## config.mk

```make
export PLATFORM = sky130hd
export DESIGN_NAME = axi_read_arbiter
export DESIGN_NICKNAME = d
export VERILOG_FILES = /design/src/rtl/axi_read_arbiter.sv
export SDC_FILE = /design/constraint.sdc
export NUM_CORES = 1
export LEC_CHECK = 0
export ABC_AREA = 1
export BUFFER_PORTS_ARGS = -buffer_cell sky130_fd_sc_hd__buf_4
export CAP_MARGIN = 20
export CORE_AREA = 2 2 182 184
export DETAILED_ROUTE_END_ITERATION = 8
export DIE_AREA = 0 0 184 186
export GPL_TIMING_DRIVEN = 1
export PLACE_DENSITY = 0.49
export SLEW_MARGIN = 15
export SYNTH_ARGS = -nofsm -noshare
export SYNTH_HDL_FRONTEND = slang
export SYNTH_SLANG_ARGS = --single-unit
export TNS_END_PERCENT = 50
```

## constraint.sdc

```tcl
create_clock -name clk -period 1.55 [get_ports clk]
set_input_delay 0.155 -clock clk [delete_from_list [all_inputs] [get_ports clk]]
set_output_delay 0.155 -clock clk [all_outputs]
set_load 0.005 [all_outputs]
```

## src/rtl/axi_read_arbiter.sv

```systemverilog
// axi_read_arbiter: shares the single AXI4 read channel (AR/R) between the
// icache and the dcache. One burst in flight at a time, round-robin on ties.
// Ports:
//   clk, reset                 clock, synchronous active-high reset
//   ic_req_* / dc_req_*        burst requests (valid, addr, len) and AR-accept pulse (ready)
//   ic_r* / dc_r*              R beats steered to the owning cache
//   m_axi_ar*                  registered AR channel towards the bus
//   m_axi_r*                   R channel from the bus (always accepted in DATA)
//   busy                       arbiter is not idle
//   rid_err                    one-cycle pulse after a beat with an unexpected RID
module axi_read_arbiter #(
    parameter int unsigned         ID_WIDTH   = 13,
    parameter int unsigned         ADDR_WIDTH = 64,
    parameter int unsigned         DATA_WIDTH = 64,
    parameter logic [ID_WIDTH-1:0] IC_ID      = '0,
    parameter logic [ID_WIDTH-1:0] DC_ID      = ID_WIDTH'(1)
) (
    input  logic                  clk,
    input  logic                  reset,

    input  logic                  ic_req_valid,
    input  logic [ADDR_WIDTH-1:0] ic_req_addr,
    input  logic [7:0]            ic_req_len,
    output logic                  ic_req_ready,
    output logic                  ic_rvalid,
    output logic                  ic_rlast,
    output logic [DATA_WIDTH-1:0] ic_rdata,
    output logic [1:0]            ic_rresp,

    input  logic                  dc_req_valid,
    input  logic [ADDR_WIDTH-1:0] dc_req_addr,
    input  logic [7:0]            dc_req_len,
    output logic                  dc_req_ready,
    output logic                  dc_rvalid,
    output logic                  dc_rlast,
    output logic [DATA_WIDTH-1:0] dc_rdata,
    output logic [1:0]            dc_rresp,

    output logic [ID_WIDTH-1:0]   m_axi_arid,
    output logic [ADDR_WIDTH-1:0] m_axi_araddr,
    output logic [7:0]            m_axi_arlen,
    output logic [2:0]            m_axi_arsize,
    output logic [1:0]            m_axi_arburst,
    output logic                  m_axi_arlock,
    output logic [3:0]            m_axi_arcache,
    output logic [2:0]            m_axi_arprot,
    output logic                  m_axi_arvalid,
    input  logic                  m_axi_arready,

    input  logic [ID_WIDTH-1:0]   m_axi_rid,
    input  logic [DATA_WIDTH-1:0] m_axi_rdata,
    input  logic [1:0]            m_axi_rresp,
    input  logic                  m_axi_rlast,
    input  logic                  m_axi_rvalid,
    output logic                  m_axi_rready,

    output logic                  busy,
    output logic                  rid_err
);

    localparam int unsigned LEN_WIDTH = 8;

    localparam logic [1:0] IDLE = 2'd0;
    localparam logic [1:0] ADDR = 2'd1;
    localparam logic [1:0] DATA = 2'd2;

    logic [1:0]            state_q;
    logic [1:0]            state_d;
    logic                  owner_q;       // 0 = icache, 1 = dcache
    logic                  last_grant_q;  // owner of the most recent grant
    logic                  rid_err_q;
    logic [ID_WIDTH-1:0]   ar_id_q;
    logic [ADDR_WIDTH-1:0] ar_addr_q;
    logic [LEN_WIDTH-1:0]  ar_len_q;

    logic any_req_c;
    logic win_dc_c;
    logic ar_hs_c;
    logic beat_c;
    logic beat_ok_c;
    logic beat_bad_c;

    // Round-robin: a lone requester wins; on a tie the one not granted last wins.
    assign any_req_c  = ic_req_valid | dc_req_valid;
    assign win_dc_c   = dc_req_valid & (~ic_req_valid | ~last_grant_q);

    assign ar_hs_c    = (state_q == ADDR) & m_axi_arready;
    assign beat_c     = (state_q == DATA) & m_axi_rvalid;
    assign beat_ok_c  = beat_c & (m_axi_rid == ar_id_q);
    assign beat_bad_c = beat_c & (m_axi_rid != ar_id_q);

    // Next-state logic; only a matching-ID last beat closes the burst.
    always_comb begin
        state_d = state_q;
        case (state_q)
            IDLE:    if (any_req_c)              state_d = ADDR;
            ADDR:    if (m_axi_arready)          state_d = DATA;
            DATA:    if (beat_ok_c && m_axi_rlast) state_d = IDLE;
            default:                             state_d = IDLE;
        endcase
    end

    // State register.
    always_ff @(posedge clk) begin
        if (reset) begin
            state_q <= IDLE;
        end else begin
            state_q <= state_d;
        end
    end

    // Grant bookkeeping and AR registers, latched only at grant time.
    always_ff @(posedge clk) begin
        if (reset) begin
            owner_q      <= 1'b0;
            last_grant_q <= 1'b1;
            rid_err_q    <= 1'b0;
            ar_id_q      <= '0;
            ar_addr_q    <= '0;
            ar_len_q     <= '0;
        end else begin
            rid_err_q <= beat_bad_c;
            if (state_q == IDLE && any_req_c) begin
                owner_q      <= win_dc_c;
                last_grant_q <= win_dc_c;
                ar_id_q      <= win_dc_c ? DC_ID : IC_ID;
                ar_addr_q    <= win_dc_c ? dc_req_addr : ic_req_addr;
                ar_len_q     <= win_dc_c ? dc_req_len : ic_req_len;
            end
        end
    end

    assign m_axi_arid    = ar_id_q;
    assign m_axi_araddr  = ar_addr_q;
    assign m_axi_arlen   = ar_len_q;
    assign m_axi_arsize  = 3'b011;
    assign m_axi_arburst = 2'b10;
    assign m_axi_arlock  = 1'b0;
    assign m_axi_arcache = 4'b0000;
    assign m_axi_arprot  = 3'b000;
    assign m_axi_arvalid = (state_q == ADDR);
    assign m_axi_rready  = (state_q == DATA);

    assign busy    = (state_q != IDLE);
    assign rid_err = rid_err_q;

    // Accept pulse and beat steering go only to the current owner.
    assign ic_req_ready = ar_hs_c & ~owner_q;
    assign dc_req_ready = ar_hs_c & owner_q;

    assign ic_rvalid = beat_ok_c & ~owner_q;
    assign ic_rlast  = ic_rvalid & m_axi_rlast;
    assign ic_rdata  = ic_rvalid ? m_axi_rdata : '0;
    assign ic_rresp  = ic_rvalid ? m_axi_rresp : 2'b00;

    assign dc_rvalid = beat_ok_c & owner_q;
    assign dc_rlast  = dc_rvalid & m_axi_rlast;
    assign dc_rdata  = dc_rvalid ? m_axi_rdata : '0;
    assign dc_rresp  = dc_rvalid ? m_axi_rresp : 2'b00;

endmodule

```

==> results_dict.tcl, run 1 <==
set metrics [dict create \
    cts.clk_slew.worst_paths_ns 0.06 \
    nets 1364 \
    r2r_slack_ns 0.17 \
    reg2reg_from "state_q[0]" \
    rsz0062_at_grt "yes" \
    synthMuxAreaShare_pct 0 \
    slowest_delay_ns 0.35 \
    start_util_pct 13.5 \
    antenna_left 0 \
    synth_compound_area_share_pct 19.0 \
    finalClockSkew_ns 0.00520 \
    vias 6030 \
    clock_sink_count 77 \
    synth_top_area_cell "dfxtp_1" \
    whs_endpoint "m_axi_araddr[46]" \
    via_per_inst 3.90 \
    synthSimpleGateAreaFrac_pct 28.5 \
    synth_area_um2 4350 \
    core_area_um2 32200 \
    dpl-instance-area_um2 8170 \
    gp_congestion 0.832 \
    hold_path_startpoint "dc_req_addr[46]" \
    total_power_mw 6.41 \
    dieArea_um2 34200 \
    netlist_top_cells_count "nand2_1, nor2_1, dfxtp_1" \
    final_area_um2 8680 \
    cts_tree "done" \
    slowest_stage "dfxtp_2" \
    period_share_pct 125 \
    row_count 66 \
    grt_overflow 0 \
    grt_pass1_vias 5752 \
    final-max-slew-violation-count 0 \
    intPower_mw 4.56 \
    ys_top_cells_by_area "dfxtp_1, nand2_1, nor2_1, a31oi_1, o21ai_0" \
    grt_antenna_before_repair 3 \
    synth_flop_cell "dfxtp_1" \
    synth_top_family_by_area "simple AND/OR/NAND/NOR gates" \
    cap_viol_max_count 0 \
    seq_power_share_pct 37.0 \
    startpoint_type "register" \
    hold_violations 0 \
    crit_type "reg -> out" \
    grt_max_degree 62 \
    synthCells 696 \
    wl_per_cell_um 15.7 \
    ys_types 18 \
    drt-pass1-iter-count 4 \
    cts_buffer_depth 2 \
    cp.arrival_ns 1.78 \
    power_frac_comb_pct 28.8 \
    synthAdderAreaFrac_pct 0 \
    first_iter_violations 139 \
    ys_warn_count 0 \
    syn_to_final_growth_pct 99.7 \
    ys_seq_area_share_pct 35.4 \
    io_buffer_count 444 \
    clk_latency_ns 0.35 \
    peakVddDrop_mv 0.480 \
    fin_cells 1548 \
    clkPwrFrac_pct 34.1 \
    synth_xor_area_share_pct 0 \
    synth_edf_count 0 \
    worstHoldPathType "in -> reg" \
    ys_seq_elements 77 \
    die_w_um 184 \
    cp.buffers_inverters 3 \
    fp.dieH_um 186 \
    numPlacedInstances 1524 \
    synth_most_common_cell "nand2_1" \
    end_kind "output port" \
    cts_root_buffer "clkbuf_16" \
    h-tree-depth 3 \
    p_switching_mw 1.85 \
    p_leak_nw 4.64 \
    sw_frac_of_total_pct 28.8 \
    syn_avg_cell_area_um2 6.25 \
    grt_pass1_wl_um 33300 \
    drc 0 \
    crit_fanout 16 \
    fin_ws_ns -0.383 \
    grt.total_usage_pct 13.2 \
    max_freq_ghz 0.517 \
    reg2reg_depth 7 \
    finalCriticalPeriod_ns 1.93 \
    setup_viol 136 \
    r2r_end "m_axi_arlen[0]" \
    crit_top_cell "nand2_1" \
    yosysTopAreaCellShare_pct 35.4 \
    post-dp-hpwl_um 19500 \
    ioPinCount 470 \
    postSynth.asyncResetShare_pct 0 \
    cp_data_required_time_ns 1.39 \
    violations "setup timing" \
    crit_family "simple AND/OR/NAND/NOR gates" \
    numCtsBuffers 9 \
    power_density_nw_per_um2 738 \
    layout-drive-gt1-share_pct 47.4 \
    fin_tns_setup_ns -41.31 \
    path_cells "inv_2 -> nand2_1 -> nand2_1 -> nor2_2 -> nand2_2 -> nor2_4 -> nand2_4 -> clkbuf_16 -> nor2_1 -> buf_4" \
    status "finished, violations left" \
    wl_um 24300 \
    holdPathStages 3 \
]
[worst register-to-register path, stage by stage, from the launching register on]
cell	delay, ns
dfxtp_1	0.31
inv_1	0.08
nand2_1	0.12
nor2_4	0.17
buf_12	0.19
buf_12	0.19
o21ai_0	0.10
a31oi_1	0.15
[kinds of logic (layout without fill, tap and decap cells)]
| logic type | Yosys count | count (layout) |
|---|---|---|
| simple gates | 316 | 316 |
| buf+inv | 154 | 573 |
| compound gates | 147 | 147 |
| flops | 77 | 77 |
| other cells | 2 | 27 |
[cells in the final DEF, fill, tap and decap left out, drive strengths merged]
master,n
buf,477
nand2,163
nor2,150
dfxtp,77
inv,77
o21ai,72
a31oi,72
conb,25
clkbuf,15
a21oi,3
diode,2
clkinvlp,2
and3,1
nand4,1
nand3,1
bufinv,1
dlygate4sd3,1
[metrics by stage]
stage	utilization, %	hold WS [ns]	setup WS, ns
finish	27.0	0.0743	-0.383
global route	27.0	0.0608	-0.492
CTS	26.6	0.0502	-0.393
detailed placement	25.4	0.370	-0.0932
global placement	25.4	0.370	-0.0745
floorplan	-	0.224	0.0559
[sequential cells by signal, indices dropped and copies added, names as in the netlist]
signal        count
m_axi_araddr     64
m_axi_arlen       8
state_q           2
last_grant_q      1
owner_q           1
rid_err           1
[power by group through the flow]
stage / clock [mW] / sequential (mW) / combinational [mW]
after CTS: 2.28 / 2.37 / 1.88
after global placement: 0 / 2.40 / 1.87
after floorplan: 0 / 2.41 / 0.674
after global routing: 2.34 / 2.40 / 2.05
final: 2.19 / 2.37 / 1.85
after detailed placement: 0 / 2.41 / 1.87
[per-layer routing]
layer  up-vias  part of all wire, %  track usage (%)
met2       301                   52             24.8
met1      2674                   35             12.9
met5         -                0.053                0
met3        32                  9.6             4.72
li1       3021                    -                -
met4         2                  3.2             6.08
[worst max-delay path by stage]
stage	startpoint	endpoint	slack, ns	cells after the start
finish	owner_q	dc_rdata[31]	-0.38	10
global route	owner_q	ic_rdata[6]	-0.49	10
CTS	owner_q	ic_rdata[27]	-0.39	10
detailed placement	owner_q	ic_rdata[61]	-0.09	10
global placement	owner_q	dc_rdata[3]	-0.07	10
floorplan	owner_q	ic_rdata[44]	0.06	10
[what timing repair did]
item,in CTS,in global routing
hold endpoints to repair,4,0
setup endpoints to repair,137,137
setup buffers,1,1
pin swaps,2,1
gates cloned,1,3
hold buffers,1,0
gates resized for setup,14,11
[layout make-up]
cell class                      count  area, um^2
Antenna cell                        2        5.00
Clock buffer                       12         256
Clock inverter                      3        45.0
Fill cell                        3592       23500
Inverter                           77         289
Multi-Input combinational cell    488        2240
Sequential cell                    77        1540
Tap cell                          408         510
Timing Repair Buffer              481        3790
No activity file was read; power rests on OpenSTA's default activity.
==> run 2: changes to the inputs <==
ABC_AREA = not set   (was 1)
CORE_AREA = 2 2 183 185   (was 2 2 182 184)
DIE_AREA = 0 0 185 187   (was 0 0 184 186)
PLACE_DENSITY = 0.51   (was 0.49)
==> run 2 against run 1 <==
  * The flow still finishes with violations (setup timing)
  * Largest cell class unchanged
  * Largest power group unchanged
  * Critical path type unchanged
  * Clock power shrank 9.6%
  * First-iteration DRC count up 63%
  * Critical endpoint is now dc_rdata[49]
  * Cell count grew 4.1%
==> results_dict.tcl, run 2 <==
set metrics [dict create \
    numCtsBuffers 9 \
    cp_data_required_time_ns 1.39 \
    fp.dieH_um 187 \
    synthCells 709 \
    crit_type "reg -> out" \
    ioPinCount 470 \
    grt_util_met1_pct 17.0 \
    via_per_inst 4.25 \
    first_iter_violations 226 \
    nets 1380 \
    drt-pass1-iter-count 4 \
    peakVddDrop_mv 0.473 \
    postLayoutCoreUtil_pct 31.3 \
    ys_seq_area_share_pct 30.7 \
    cts.clk_slew.worst_paths_ns 0.07 \
    fin_tns_setup_ns -51.24 \
    final_area_um2 10300 \
    cp.buffers_inverters 4 \
    final-max-slew-violation-count 0 \
    io_buffer_count 444 \
    largest_reg_flops 64 \
    max_slew_margin_pct 66.5 \
    grt_overflow 0 \
    finalClockSkew_ns 0.00670 \
    start_util_pct 15.3 \
    clk_latency_ns 0.33 \
    tightestPinTransition_ns 0.503 \
    hold_violations 0 \
    setup_viol 137 \
    h-tree-depth 3 \
    power_density_nw_per_um2 647 \
    grt_pass1_wl_um 40400 \
    clock_sink_count 77 \
    postSynth.asyncResetShare_pct 0 \
    slowest_delay_ns 0.32 \
    synth_top_area_cell "dfxtp_1" \
    finalCriticalPeriod_ns 1.98 \
    period_share_pct 127 \
    drc 0 \
    layout-drive-gt1-share_pct 58.6 \
    busiest_layer "met2" \
    netlist_top_cells_count "nand2_1, nor3_1, dfxtp_1, a21oi_1, a311oi_1" \
    cts_tree "done" \
    ys_seq_elements 77 \
    yosysTopAreaCellShare_pct 30.7 \
    path_cells "and3b_2 -> nand4_1 -> buf_6 -> buf_12 -> buf_6 -> nor3_2 -> buf_4" \
    startpoint_type "register" \
    syn_avg_cell_area_um2 7.08 \
    layout_commonest_cell "buf_4" \
    syn_to_final_growth_pct 105 \
    p_leak_nw 4.83 \
    rsz0062_at_grt "yes" \
    status "finished, violations left" \
    slowest_stage "dfxtp_2" \
    dpl-instance-area_um2 9060 \
    mostFrequentLayoutCells "buf_4, nand2_1, nor3_2" \
    cts_buffer_depth 2 \
    grt_max_degree 52 \
    synth_most_common_cell "nand2_1" \
    crit_top_cell "buf_6" \
    gp_congestion 0.821 \
    grt_use_met3_pct 4.26 \
    ys_top_cells_by_area "dfxtp_1, a311oi_1, nand2_1, nor3_1, nor3_2" \
    cts_root_buffer "clkbuf_16" \
    vias 6848 \
    worstHoldPathType "in -> reg" \
    crit_family "buffers and inverters" \
    synth_area_um2 5020 \
    grt.total_usage_pct 15.2 \
    row_count 67 \
    cap_viol_max_count 0 \
    grt_pass1_vias 6702 \
    core_area_um2 32900 \
    fin_ws_ns -0.425 \
    max_freq_ghz 0.506 \
    num-fill-cells 3528 \
    ys_types 30 \
    ys_warn_count 0 \
    antenna_left 0 \
    cp.arrival_ns 1.82 \
    dieArea_um2 34600 \
    end_kind "output port" \
    synth_flop_cell "dfxtp_1" \
    place_ws_ns -0.187 \
    wl_per_cell_um 17.4 \
    grt_antenna_before_repair 9 \
    die_w_um 185 \
    wl_um 28000 \
    post-dp-hpwl_um 21100 \
    violations "setup timing" \
    crit_fanout 12 \
    ctsHoldBuffers 0 \
    synth_edf_count 0 \
    grt_use_met2_pct 27.0 \
]
[run 2: changes by cell type in the layout (fill, tap and decap cells not counted), moves of 6 or more]
cell / delta
nor2_1: -115
nor3_2: +97
a21oi_1: +72
a31oi_1: -72
a311oi_1: +71
o21ai_0: -71
nor3_4: +37
nor2_2: -26
buf_6: +22
nand2_1: -11
diode_2: +6
[run 2: cell families after synthesis]
family	share of synthesized area (%)
buf+inv	16.9
other cells	0.150
xor+xnor	0.175
flops	30.7
simple gates	31.2
compound gates	20.8
[run 2: tightest hold or removal path, delay by kind of cell]
family,cells,cell delay (ns)
AO/OA/AOI/OAI,1,0.07
buffers and inverters,1,0.11
AND/OR/NAND/NOR,1,0.04
[run 2: routing by layer]
metal	share of wire (%)	wire length, um
met5	0.046	13
met4	2.5	691
met3	8.2	2300
met2	52	14500
met1	37	10400
[run 2: power by group]
group | switching (mW) | internal [mW]
registers | 0.139 | 2.24
clock network | 0.896 | 1.08
logic | 1.16 | 1.14
total | 2.20 | 4.46
[run 2: final timing paths]
| check | depth (start not counted) | slack (ns) | to | from |
|---|---|---|---|---|
| worst max-delay path | 7 | -0.43 | dc_rdata[49] | state_q[0] |
| worst min-delay path | 3 | 0.09 | m_axi_araddr[29] | ic_req_addr[29] |
| worst max register to register | 6 | 0.05 | m_axi_araddr[46] | state_q[0] |
| worst min register to register | 2 | 0.51 | m_axi_araddr[55] | m_axi_araddr[55] |
[run 2: cell type report]
class	count	area, um^2	share of cell area, %
Antenna cell	8	20.0	0.195
Tap cell	448	561	5.45
Timing Repair Buffer	511	4170	40.5
Sequential cell	77	1540	15.0
Inverter	69	259	2.52
Multi-Input combinational cell	482	3470	33.7
Clock buffer	10	229	2.23
Clock inverter	6	40.0	0.389
[run 2: what timing repair did]
action | in CTS | in global routing
resized for setup | 104 | 69
pin swaps | 1 | 16
setup endpoints to repair | 138 | 175
cloned | 3 | 0
setup buffers | 1 | 1
[run 2: stage by stage]
step	hold WS, ns	power, mW	cells
detailed placement	0.437	4.63	1583
floorplan	0.315	3.36	732
CTS	0.0659	6.71	1602
finish	0.0864	6.66	1611
global route	0.0784	7.05	1610
global placement	0.432	4.62	1583
==> run 3: changes to the inputs <==
SETUP_SLACK_MARGIN = 0.15   (was not set)
==> run 3 against run 2 <==
  * The flow still finishes with violations (setup timing)
  * Non-clock buffer count increased by 2
  * Critical path depth is the same
  * Design area is 2.1% higher
  * Largest power group is now combinational logic
==> results_dict.tcl, run 3 (synthesis results as in run 2) <==
set metrics [dict create \
    wl_per_cell_um 17.5 \
    worstHoldPathType "in -> reg" \
    fin_ws_ns -0.433 \
    crit_family "buffers and inverters" \
    grt_overflow 0 \
    cp.buffers_inverters 4 \
    numCtsBuffers 9 \
    largest_reg_flops 64 \
    hold_violations 0 \
    end_kind "output port" \
    die_w_um 185 \
    post-dp-hpwl_um 21100 \
    mostFrequentLayoutCells "buf_4, nand2_1, nor3_2" \
    clock_sink_count 77 \
    reg2reg_from "state_q[0]" \
    grt_antenna_before_repair 8 \
    intPower_mw 4.50 \
    cts_root_buffer "clkbuf_16" \
    p_leak_nw 4.89 \
    clkPwrFrac_pct 29.2 \
    core_area_um2 32900 \
    via_per_inst 4.24 \
    dieArea_um2 34600 \
    grt_pass1_vias 6755 \
    cap_viol_max_count 0 \
    antenna_left 0 \
    rsz0062_at_grt "yes" \
    drt-pass1-iter-count 4 \
    layout-drive-gt1-share_pct 60.9 \
    startpoint_type "register" \
    setup.worst_path.start "state_q[0]" \
    row_count 67 \
    power_density_nw_per_um2 644 \
    final-max-slew-violation-count 0 \
    violations "setup timing" \
    vias 6836 \
    cp_data_required_time_ns 1.39 \
    cts_tree "done" \
    nets 1382 \
    crit_fanout 11 \
    cts.clk_slew.worst_paths_ns 0.06 \
    cts_buffer_depth 2 \
    path_cells "and3b_2 -> nand4_1 -> buf_6 -> buf_16 -> buf_12 -> nor3_4 -> buf_4" \
    power_frac_comb_pct 35.6 \
    period_share_pct 128 \
    grt_pass1_wl_um 40500 \
    reg2reg_depth 6 \
    endpoint "dc_rdata[16]" \
    path_depth 7 \
    r2r_slack_ns 0.06 \
    grt_max_degree 52 \
    p_switching_mw 2.26 \
    sw_frac_of_total_pct 33.5 \
    setup_viol 136 \
    ioPinCount 470 \
    max_freq_ghz 0.504 \
    r2r_end "m_axi_araddr[46]" \
    h-tree-depth 3 \
    place_ws_ns -0.187 \
    crit_type "reg -> out" \
    fp.dieH_um 187 \
    seq_power_share_pct 35.2 \
    cp.arrival_ns 1.83 \
    gp_congestion 0.821 \
    total_power_mw 6.76 \
    grt.total_usage_pct 15.3 \
    io_buffer_count 444 \
    status "finished, violations left" \
    start_util_pct 15.3 \
    slowest_delay_ns 0.32 \
    first_iter_violations 227 \
    wl_um 28200 \
    peakVddDrop_mv 0.475 \
    finalCriticalPeriod_ns 1.98 \
    syn_to_final_growth_pct 109 \
    drc 0 \
    clk_latency_ns 0.33 \
    slowest_stage "dfxtp_2" \
    finalClockSkew_ns 0.00694 \
    layout_commonest_cell "buf_4" \
]
-- run 3: cell count changes in the layout (fill, tap and decap cells not counted), sizes merged --
cell,previous run,this run
buf,510,512
diode,8,7
-- run 3: tightest hold or removal path, stage by stage --
cell and delay [ns]:
buf_4 0.11, nand2_1 0.04, a311oi_1 0.07
-- run 3: worst min path at each step --
stage                    startpoint          endpoint  slack [ns]  cells after the start
floorplan           ic_req_addr[29]  m_axi_araddr[29]        0.31                      2
global placement    ic_req_addr[26]  m_axi_araddr[26]        0.43                      3
detailed placement  ic_req_addr[59]  m_axi_araddr[59]        0.44                      3
CTS                 ic_req_addr[50]  m_axi_araddr[50]        0.07                      3
global route        ic_req_addr[12]  m_axi_araddr[12]        0.08                      3
finish              ic_req_addr[57]  m_axi_araddr[57]        0.09                      3
-- run 3: power groups by stage --
stage	Sequential (mW)	Combinational (mW)	Clock, mW
6_report	2.38	2.41	1.98
4_1_cts	2.38	2.29	2.07
2_1_floorplan	2.43	0.929	0
3_5_place_dp	2.41	2.22	0
3_3_place_gp	2.41	2.21	0
5_1_grt	2.41	2.62	2.13
-- run 3: per-stage QoR --
stage                     instance area [um^2]  hold WS [ns]  setup TNS (ns)  instances  utilization, %
final                                    10500        0.0862          -51.07       1612            32.0
after global routing                     10500        0.0767          -63.41       1611            31.9
after CTS                                 9990        0.0659          -55.92       1603            30.4
after detailed placement                  9060         0.437          -14.97       1583            27.6
after global placement                    9060         0.432          -15.30       1583            27.6
after floorplan                           5100         0.315               0        732               -
-- run 3: area by class of cell --
type / count / area, um^2
fill: 3507 / 22400
clock inverter: 6 / 40.0
timing repair buffer: 513 / 4200
antenna: 7 / 17.5
clock buffer: 10 / 229
inverter: 69 / 259
tap: 448 / 561
multi-input combinational: 482 / 3650
sequential: 77 / 1540
-- run 3: per-layer routing --
metal | part of all wire, % | track usage [%] | vias to the layer above
met2 | 52 | 27.6 | 290
met3 | 8.0 | 4.23 | 26
met4 | 2.4 | 5.56 | 2
met1 | 37 | 17.0 | 3227
li1 | - | - | 3291
met5 | 0.046 | 0 | -
-- run 3: timing repair --
item | CTS | global route
pin swaps | 8 | 43
hold buffers | 0 | 0
cloned | 3 | 0
setup buffers | 1 | 2
endpoints found under the setup margin | 213 | 213
resized for setup | 119 | 88
